--- config.mk ---
export PLATFORM = sky130hd
export DESIGN_NAME = f_fetch_queue_flat
export DESIGN_NICKNAME = d
export VERILOG_FILES = /design/src/rtl/f_fetch_queue_if.sv /design/src/rtl/f_fetch_queue.sv /design/src/flat_wrapper.sv
export SDC_FILE = /design/constraint.sdc
export NUM_CORES = 1
export LEC_CHECK = 0
export CELL_PAD_IN_SITES_DETAIL_PLACEMENT = 0
export CELL_PAD_IN_SITES_GLOBAL_PLACEMENT = 2
export CORE_MARGIN = 4
export CORE_UTILIZATION = 41
export CTS_CLUSTER_SIZE = 14
export DETAILED_ROUTE_END_ITERATION = 10
export PLACE_DENSITY_LB_ADDON = 0.1
export SLEW_MARGIN = 25
export SYNTH_ARGS = -nofsm -noshare
export SYNTH_HDL_FRONTEND = slang
export SYNTH_SLANG_ARGS = --single-unit
export TNS_END_PERCENT = 1
--- constraint.sdc ---
create_clock -name clk -period 2.8 [get_ports clk]
set_clock_uncertainty 0.1 [all_clocks]
set_input_delay 0.42 -clock clk [delete_from_list [all_inputs] [get_ports clk]]
set_output_delay 0.42 -clock clk [all_outputs]
set_load 0.02 [all_outputs]
--- src/rtl/f_fetch_queue_if.sv ---
// Fetch-queue bus: fetch-side push inputs, the PCWE throttle, flush, and the
// decode-side head/handshake.
// Optional feature macro: FQ_EXC_EN adds the D_ExcCode head field.
// Handshake: the head entry transfers when D_valid & D_ready are both high at
// a rising clock edge; the fetch side pushes whenever F_PCWE is high and flush
// is low.
// Modport master is the queue itself; slave is the fetch/decode environment.
interface f_fetch_queue_if #(
  parameter int AW = 2
);
  logic [31:0] F_PC;
  logic [31:0] F_Instr;
  logic        F_PCWE;
  logic        flush;
  logic        D_ready;
  logic        D_valid;
  logic [31:0] D_PC;
  logic [31:0] D_Instr;
  logic [AW:0] fq_count;
`ifdef FQ_EXC_EN
  logic [4:0]  D_ExcCode;

  modport master (
    input  F_PC, F_Instr, flush, D_ready,
    output F_PCWE, D_valid, D_PC, D_Instr, fq_count, D_ExcCode
  );
  modport slave (
    output F_PC, F_Instr, flush, D_ready,
    input  F_PCWE, D_valid, D_PC, D_Instr, fq_count, D_ExcCode
  );
`else
  modport master (
    input  F_PC, F_Instr, flush, D_ready,
    output F_PCWE, D_valid, D_PC, D_Instr, fq_count
  );
  modport slave (
    output F_PC, F_Instr, flush, D_ready,
    input  F_PCWE, D_valid, D_PC, D_Instr, fq_count
  );
`endif
endinterface

--- src/rtl/f_fetch_queue.sv ---
// Instruction fetch queue between the fetch unit and decode.
// Captures one {PC, Instr} pair per cycle while F_PCWE is high, presents the
// oldest entry to decode, and clears itself on a branch/jump flush.
// Optional feature macro: FQ_EXC_EN records an AdEL exception code per entry
// for misaligned or out-of-range fetch addresses.
module f_fetch_queue #(
  parameter int DEPTH = 4,
  parameter int AW    = 2
) (
  input  logic          clk,
  input  logic          reset,
  f_fetch_queue_if.master bus
);
  localparam logic [AW:0] L_DEPTH = (AW+1)'(DEPTH);

  logic [31:0]   r_pc    [DEPTH];
  logic [31:0]   r_instr [DEPTH];
  logic [AW-1:0] r_rd_ptr;
  logic [AW-1:0] r_wr_ptr;
  logic [AW:0]   r_count;

  logic          w_valid;
  logic          w_pop;
  logic          w_pcwe;
  logic          w_push;
  logic [31:0]   w_instr_in;

`ifdef FQ_EXC_EN
  logic [4:0]    r_exc [DEPTH];
  logic          w_bad_addr;
  logic [4:0]    w_exc_in;

  // Instruction fetch address error: misaligned or outside the program region.
  assign w_bad_addr = (bus.F_PC[1:0] != 2'b00) ||
                      (bus.F_PC < 32'h0000_3000) ||
                      (bus.F_PC > 32'h0000_6FFC);
  assign w_exc_in   = w_bad_addr ? 5'd4 : 5'd0;
  // A faulting fetch is stored as a nop so decode never acts on garbage.
  assign w_instr_in = w_bad_addr ? 32'h0 : bus.F_Instr;
`else
  assign w_instr_in = bus.F_Instr;
`endif

  assign w_valid = (r_count != '0);
  assign w_pop   = w_valid & bus.D_ready;
  // A full queue can still accept a push in the same cycle it pops.
  assign w_pcwe  = (r_count != L_DEPTH) | w_pop;
  // Flush drops the push but leaves PCWE alone so the redirect PC loads.
  assign w_push  = w_pcwe & ~bus.flush;

  assign bus.F_PCWE   = w_pcwe;
  assign bus.D_valid  = w_valid;
  assign bus.fq_count = r_count;

  // Head outputs read as a nop whenever the queue is empty.
  always_comb begin
    bus.D_PC    = 32'h0;
    bus.D_Instr = 32'h0;
`ifdef FQ_EXC_EN
    bus.D_ExcCode = 5'd0;
`endif
    if (w_valid) begin
      bus.D_PC    = r_pc[r_rd_ptr];
      bus.D_Instr = r_instr[r_rd_ptr];
`ifdef FQ_EXC_EN
      bus.D_ExcCode = r_exc[r_rd_ptr];
`endif
    end
  end

  // Entry storage: cleared on reset, written at the tail on each push.
  always_ff @(posedge clk) begin
    if (reset) begin
      for (int i = 0; i < DEPTH; i++) begin
        r_pc[i]    <= 32'h0;
        r_instr[i] <= 32'h0;
`ifdef FQ_EXC_EN
        r_exc[i]   <= 5'd0;
`endif
      end
    end else if (w_push) begin
      r_pc[r_wr_ptr]    <= bus.F_PC;
      r_instr[r_wr_ptr] <= w_instr_in;
`ifdef FQ_EXC_EN
      r_exc[r_wr_ptr]   <= w_exc_in;
`endif
    end
  end

  // Pointers and occupancy: reset, then flush, then normal push/pop.
  always_ff @(posedge clk) begin
    if (reset || bus.flush) begin
      r_rd_ptr <= '0;
      r_wr_ptr <= '0;
      r_count  <= '0;
    end else begin
      if (w_push) r_wr_ptr <= r_wr_ptr + 1'b1;
      if (w_pop)  r_rd_ptr <= r_rd_ptr + 1'b1;
      case ({w_push, w_pop})
        2'b10:   r_count <= r_count + 1'b1;
        2'b01:   r_count <= r_count - 1'b1;
        default: r_count <= r_count;
      endcase
    end
  end

endmodule
--- src/flat_wrapper.sv ---
// flat-port wrapper written by rule: the top's interface ports become plain ports
module f_fetch_queue_flat 
#(
  parameter int DEPTH = 4,
  parameter int AW    = 2
)
  (clk, reset, bus_F_PC, bus_F_Instr, bus_flush, bus_D_ready, bus_F_PCWE, bus_D_valid, bus_D_PC, bus_D_Instr, bus_fq_count);
  f_fetch_queue_if #(.AW(AW)) bus_i ();
  input  logic clk;
  input  logic reset;
  input wire logic [$bits(bus_i.F_PC)-1:0] bus_F_PC;
  input wire logic [$bits(bus_i.F_Instr)-1:0] bus_F_Instr;
  input wire logic [$bits(bus_i.flush)-1:0] bus_flush;
  input wire logic [$bits(bus_i.D_ready)-1:0] bus_D_ready;
  output wire logic [$bits(bus_i.F_PCWE)-1:0] bus_F_PCWE;
  output wire logic [$bits(bus_i.D_valid)-1:0] bus_D_valid;
  output wire logic [$bits(bus_i.D_PC)-1:0] bus_D_PC;
  output wire logic [$bits(bus_i.D_Instr)-1:0] bus_D_Instr;
  output wire logic [$bits(bus_i.fq_count)-1:0] bus_fq_count;
  assign bus_i.F_PC = bus_F_PC;
  assign bus_i.F_Instr = bus_F_Instr;
  assign bus_i.flush = bus_flush;
  assign bus_i.D_ready = bus_D_ready;
  assign bus_F_PCWE = bus_i.F_PCWE;
  assign bus_D_valid = bus_i.D_valid;
  assign bus_D_PC = bus_i.D_PC;
  assign bus_D_Instr = bus_i.D_Instr;
  assign bus_fq_count = bus_i.fq_count;
  f_fetch_queue #(.DEPTH(DEPTH), .AW(AW)) u_core (.clk(clk), .reset(reset), .bus(bus_i));
endmodule
# == After elaboration in Yosys (flattened, before gate mapping) ==
# Memory sizes are Yosys's and may differ from the RTL's. A register that Yosys moved wholly into a read port is not among the register bits.
# Index checks and enable logic that the tools add are counted.
# W data, S select, Z words.
# word_totals
ff_bits,7
ramBits,256
input_bits,68
output_inout_bits,69
elab_cells,39
mem_count,2
# mem_list
memory,depth,word_bits,read_ports,rd_ports_with_merged_regs,write_ports,line,rtl
u_core.r_instr,4,32,1,1,4,f_fetch_queue.sv:17,logic [31:0] r_instr [DEPTH];
u_core.r_pc,4,32,1,1,4,f_fetch_queue.sv:16,logic [31:0] r_pc [DEPTH];
# op_classes
add_sub_neg,4
eq_ne,3
n_mux,18
n_bitwise,4
reduce_logical,5
# ops
operator,n
$mux W32,4
$reduce_or A32 Y1,2
$mux W2,6
$mux W1,7
$pmux W3 S2,1
$add A2 B1 Y2 const B,2
$add A3 B1 Y3 const B,1
$ne A3 B3 Y1 const B,1
$reduce_bool A3 Y1,1
$sub A3 B1 Y3 const B,1
$and A1 B1 Y1,2
$eq A2 B1 Y1 const B,1
$eq A2 B2 Y1 const B,1
$reduce_bool A2 Y1,1
$logic_or A1 B1 Y1,1
$not A1 Y1,1
$or A1 B1 Y1,1

# == Logic depth before layout (Yosys ltp) ==
# depth
word_depth,9
mapped_depth,9
ltp_nobuf,9

# == Least setup slack after synthesis ==
# OpenSTA, ideal clock, no wires.
# synth_timing
path_kind,register to register
startpoint,"reg u_core.r_count[0], in the netlist u_core.bus.fq_count[0]"
endpoint,"mem u_core.r_instr[0][0], enable pin"
setup_time_ps,421
arrival_time_ps,2261
required_time_ps,2279
slack_ps,18
path_stages_with_launch,4
n_path_buf,0
period_less_slack_ps,2782
path_cell_list,dfxtp_1 nor4b_4 nor2_1 a21o_1
# synth_rtl
element,line,rtl
from (decl),f_fetch_queue.sv:20,logic [AW:0] r_count;
from (signal assigned),f_fetch_queue.sv:100,2'b10: r_count <= r_count + 1'b1;
from (signal assigned),f_fetch_queue.sv:101,2'b01: r_count <= r_count - 1'b1;
from (signal assigned),f_fetch_queue.sv:102,default: r_count <= r_count;
to (decl),f_fetch_queue.sv:17,

==> qor.csv <==
stage;metric;value;unit
status;status;finished, violations left;
status;violated checks;negative setup slack;
cells_and_area;Filler Cell Count;2447;
logic_synthesis;Yosys top cell by area;edfxtp_1;
setup_path;Critical-path top delay cell;mux4_2;
timing;min Tclk post-route;2830;ps
place;placed instance count;1233;
cells_and_area;ratio of cells with drive above 1 in the final layout;20.4;%
cells_and_area;area grow syn2layout;22.4;%
clock_network;clock-pin slew on the worst setup and hold paths;60;ps
clock_network;# hold bufs at CTS;0;
cells_and_area;# diodes;0;
place;Final HPWL DP;15.4;mm
die;# IOs;137;
place;Port Buffer Count;136;
place;dpl ws;58.8;ps
setup_path;Worst EP arrival;2310;ps
logic_synthesis;Synth Area per Inst;16.0;sq um
logic_synthesis;prevailing post-synth register cell;edfxtp_1;
setup_path;worst-path fanout max;10;
timing;Fmax;354;MHz
global_route;GRT busiest layer;met2;
timing;Final Hold Viols;0;
detailed_routing;routed wire length;28.7;mm
setup_path;r2r setup slk;540;ps
flow_run;max-cap viol count;0;
clock_network;maximum clock path buffer count;3;
logic_synthesis;sequential fraction of the synthesis area;65.7;%
logic_synthesis;count of different cell masters after synthesis;28;
pwr;Total Power;9.40;mW
die;core area;28800;sq um
die;Die H;179;microns
clock_network;root buf cell;clkbuf_16;
die;Site Rows;62;
die;starting density of the core;41.6;%
timing;Final Cycle Share;101;%
pwr;Lkg Pwr;5.73;nW
global_route;routing usage on met2;31.2;%
global_route;GRT Resource Usage Total;18.1;%
cells_and_area;non-filler cells in the finished layout;1292;
timing;setup ws final;-28.7;ps
detailed_routing;starting DRC count in detailed routing;452;
setup_path;startpoint types;register;
logic_synthesis;Post-synth EDFFs;256;
logic_synthesis;Post-Synthesis Cells;750;
min_path;Hold Path Class;register to register;
logic_synthesis;Synth top area share;64.2;%
cells_and_area;NumNets Final;954;
timing;unrepaired setup endpoints after global routing;true;
detailed_routing;router iterations before antenna repair;5;
detailed_routing;Vias;6712;
timing;setup TNS;-90.1;ps
setup_path;Worst EP required;2280;ps
global_route;M3 GR Usage;3.14;%
setup_path;worst path cell trace;bufbuf_16, mux4_2, and2_1, dlygate4sd2_1;
detailed_routing;drt via density;5.20;
pwr;PwrDens;641;nW/um^2
clock_network;CTS buffer count;30;
pwr;Max IR drop VDD;449;uV
clock_network;CTS tree;done;
setup_path;CP Capture Type;output port;
detailed_routing;number of remaining DRC errors;0;
global_route;initial antenna violation count;2;
cells_and_area;most frequent cells in the layout;and2_1, edfxtp_1, clkdlybuf4s50_1;
timing;actual slew at the worst max-slew pin;1000;ps
die;die area;32000;sq um
die;die width;179;microns
timing;final setup fails;5;
timing;Hold Worst Slack;428;ps
detailed_routing;DR WL/cell;22.3;microns
clock_network;H-tree levels;1;
global_route;vias in the first global route;7451;
logic_synthesis;YS warnings;0;
clock_network;Sink Count;265;
global_route;gr ovfl total;0;
logic_synthesis;Mapped Nets;820;
clock_network;clock latency on the worst-skew pair;530;ps
setup_path;Crit Path Category;register to output port;
global_route;met1 Use GR;24.5;%
timing;Max-slew headroom;33.0;%
global_route;first-pass GRT wire length;43.7;mm
setup_path;Max stage delay on crit path;510;ps
global_route;pin count of the biggest net entering global routing;66;
logic_synthesis;ys async rst share;0;%
place;Placer Congestion;0.724;
detailed_routing;Final ANT Viol Nets;0;
logic_synthesis;Synth Cell Area;12000;sq um
timing;Max Slew Vio Count;0;
logic_synthesis;ranking of synthesized cells by area;edfxtp_1, and2_1, mux4_2;
logic_synthesis;#FFs+latches synth;265;
cell usage after synthesis, types with 2 or more instances:
cell      count
mux4_2       64
nor2_1       11
xor2_1        4
clkbuf_1     28
and3_1       66
a31o_2        2
and2_1      256
dfxtp_1       9
a21oi_1       2
buf_2         9
inv_1         6
buf_6        20
a21o_1        2
edfxtp_1    256
or3_1         2
report_power, final:
| group | internal [mW] | switching (mW) |
|---|---|---|
| Combinational | 0.341 | 0.401 |
| Clock | 2.46 | 1.55 |
| Sequential | 4.59 | 0.0583 |
logic make-up (layout without fill, tap and decap cells):
| logic type | count (synthesis) | count (layout) | share of synthesized area (%) |
|---|---|---|---|
| XOR/XNOR | 4 | 4 | 0.293 |
| adder cells (fa/ha/maj) | 2 | 2 | 0.272 |
| AND/OR/NAND/NOR | 341 | 341 | 17.7 |
| flip-flops | 265 | 265 | 65.7 |
| buffers and inverters | 64 | 222 | 3.35 |
| AO/OA/AOI/OAI | 10 | 10 | 0.596 |
| multiplexers | 64 | 64 | 12.0 |
metal layers:
metal	share of wire (%)	routed length [microns]
met5	0.12	34
met4	1.3	368
met3	6.1	1760
met2	50	14300
met1	43	12300
stage by stage:
stage          utilization, %  area [sq um]
3_3_place_gp             47.8         13800
5_1_grt                  50.9         14700
4_1_cts                  51.5         14800
6_report                 50.9         14700
3_5_place_dp             47.8         13800
2_1_floorplan               -         12000
worst paths after layout:
path / from / endpoint / cells after the start
max: register / bus_D_Instr[5] / 4
min: u_core.r_rd_ptr[1] / u_core.r_rd_ptr[1] / 2
max reg2reg: u_core.bus.fq_count[2] / u_core.bus.fq_count[2] / 9
min reg2reg: u_core.r_rd_ptr[1] / u_core.r_rd_ptr[1] / 2
layout make-up:
| cell class | count | area, sq um | share of cell area [%] |
|---|---|---|---|
| clock buffers | 40 | 840 | 5.73 |
| well taps | 384 | 480 | 3.28 |
| flip-flops and latches | 265 | 7880 | 53.7 |
| multi-input cells | 421 | 3750 | 25.6 |
| clock inverters | 16 | 179 | 1.22 |
| repair buffers | 159 | 1510 | 10.3 |
| inverters | 7 | 26.3 | 0.179 |
sequential cells by signal, summed over array words and instances, names as in the netlist, named ones only:
register / count
u_core.r_rd_ptr: 2
u_core.r_instr: 128
u_core.r_wr_ptr: 2
u_core.r_pc: 128
u_core.bus.fq_count: 3
critical path, delay by kind of cell (launching register included):
kind / cells / cell delay [ps]
multiplexers: 1 / 510
buffers and inverters: 2 / 650
flip-flops: 1 / 450
AND/OR/NAND/NOR: 1 / 170
timing repair:
item / 4_1_cts / 5_1_grt
setup buffers: 1 / 0
hold endpoints to repair: 0 / 0
setup endpoints to repair: 65 / 52
gates resized for setup: 123 / 43
gates cloned: 2 / 0
Note: power is estimated with default switching activity, not from simulation.
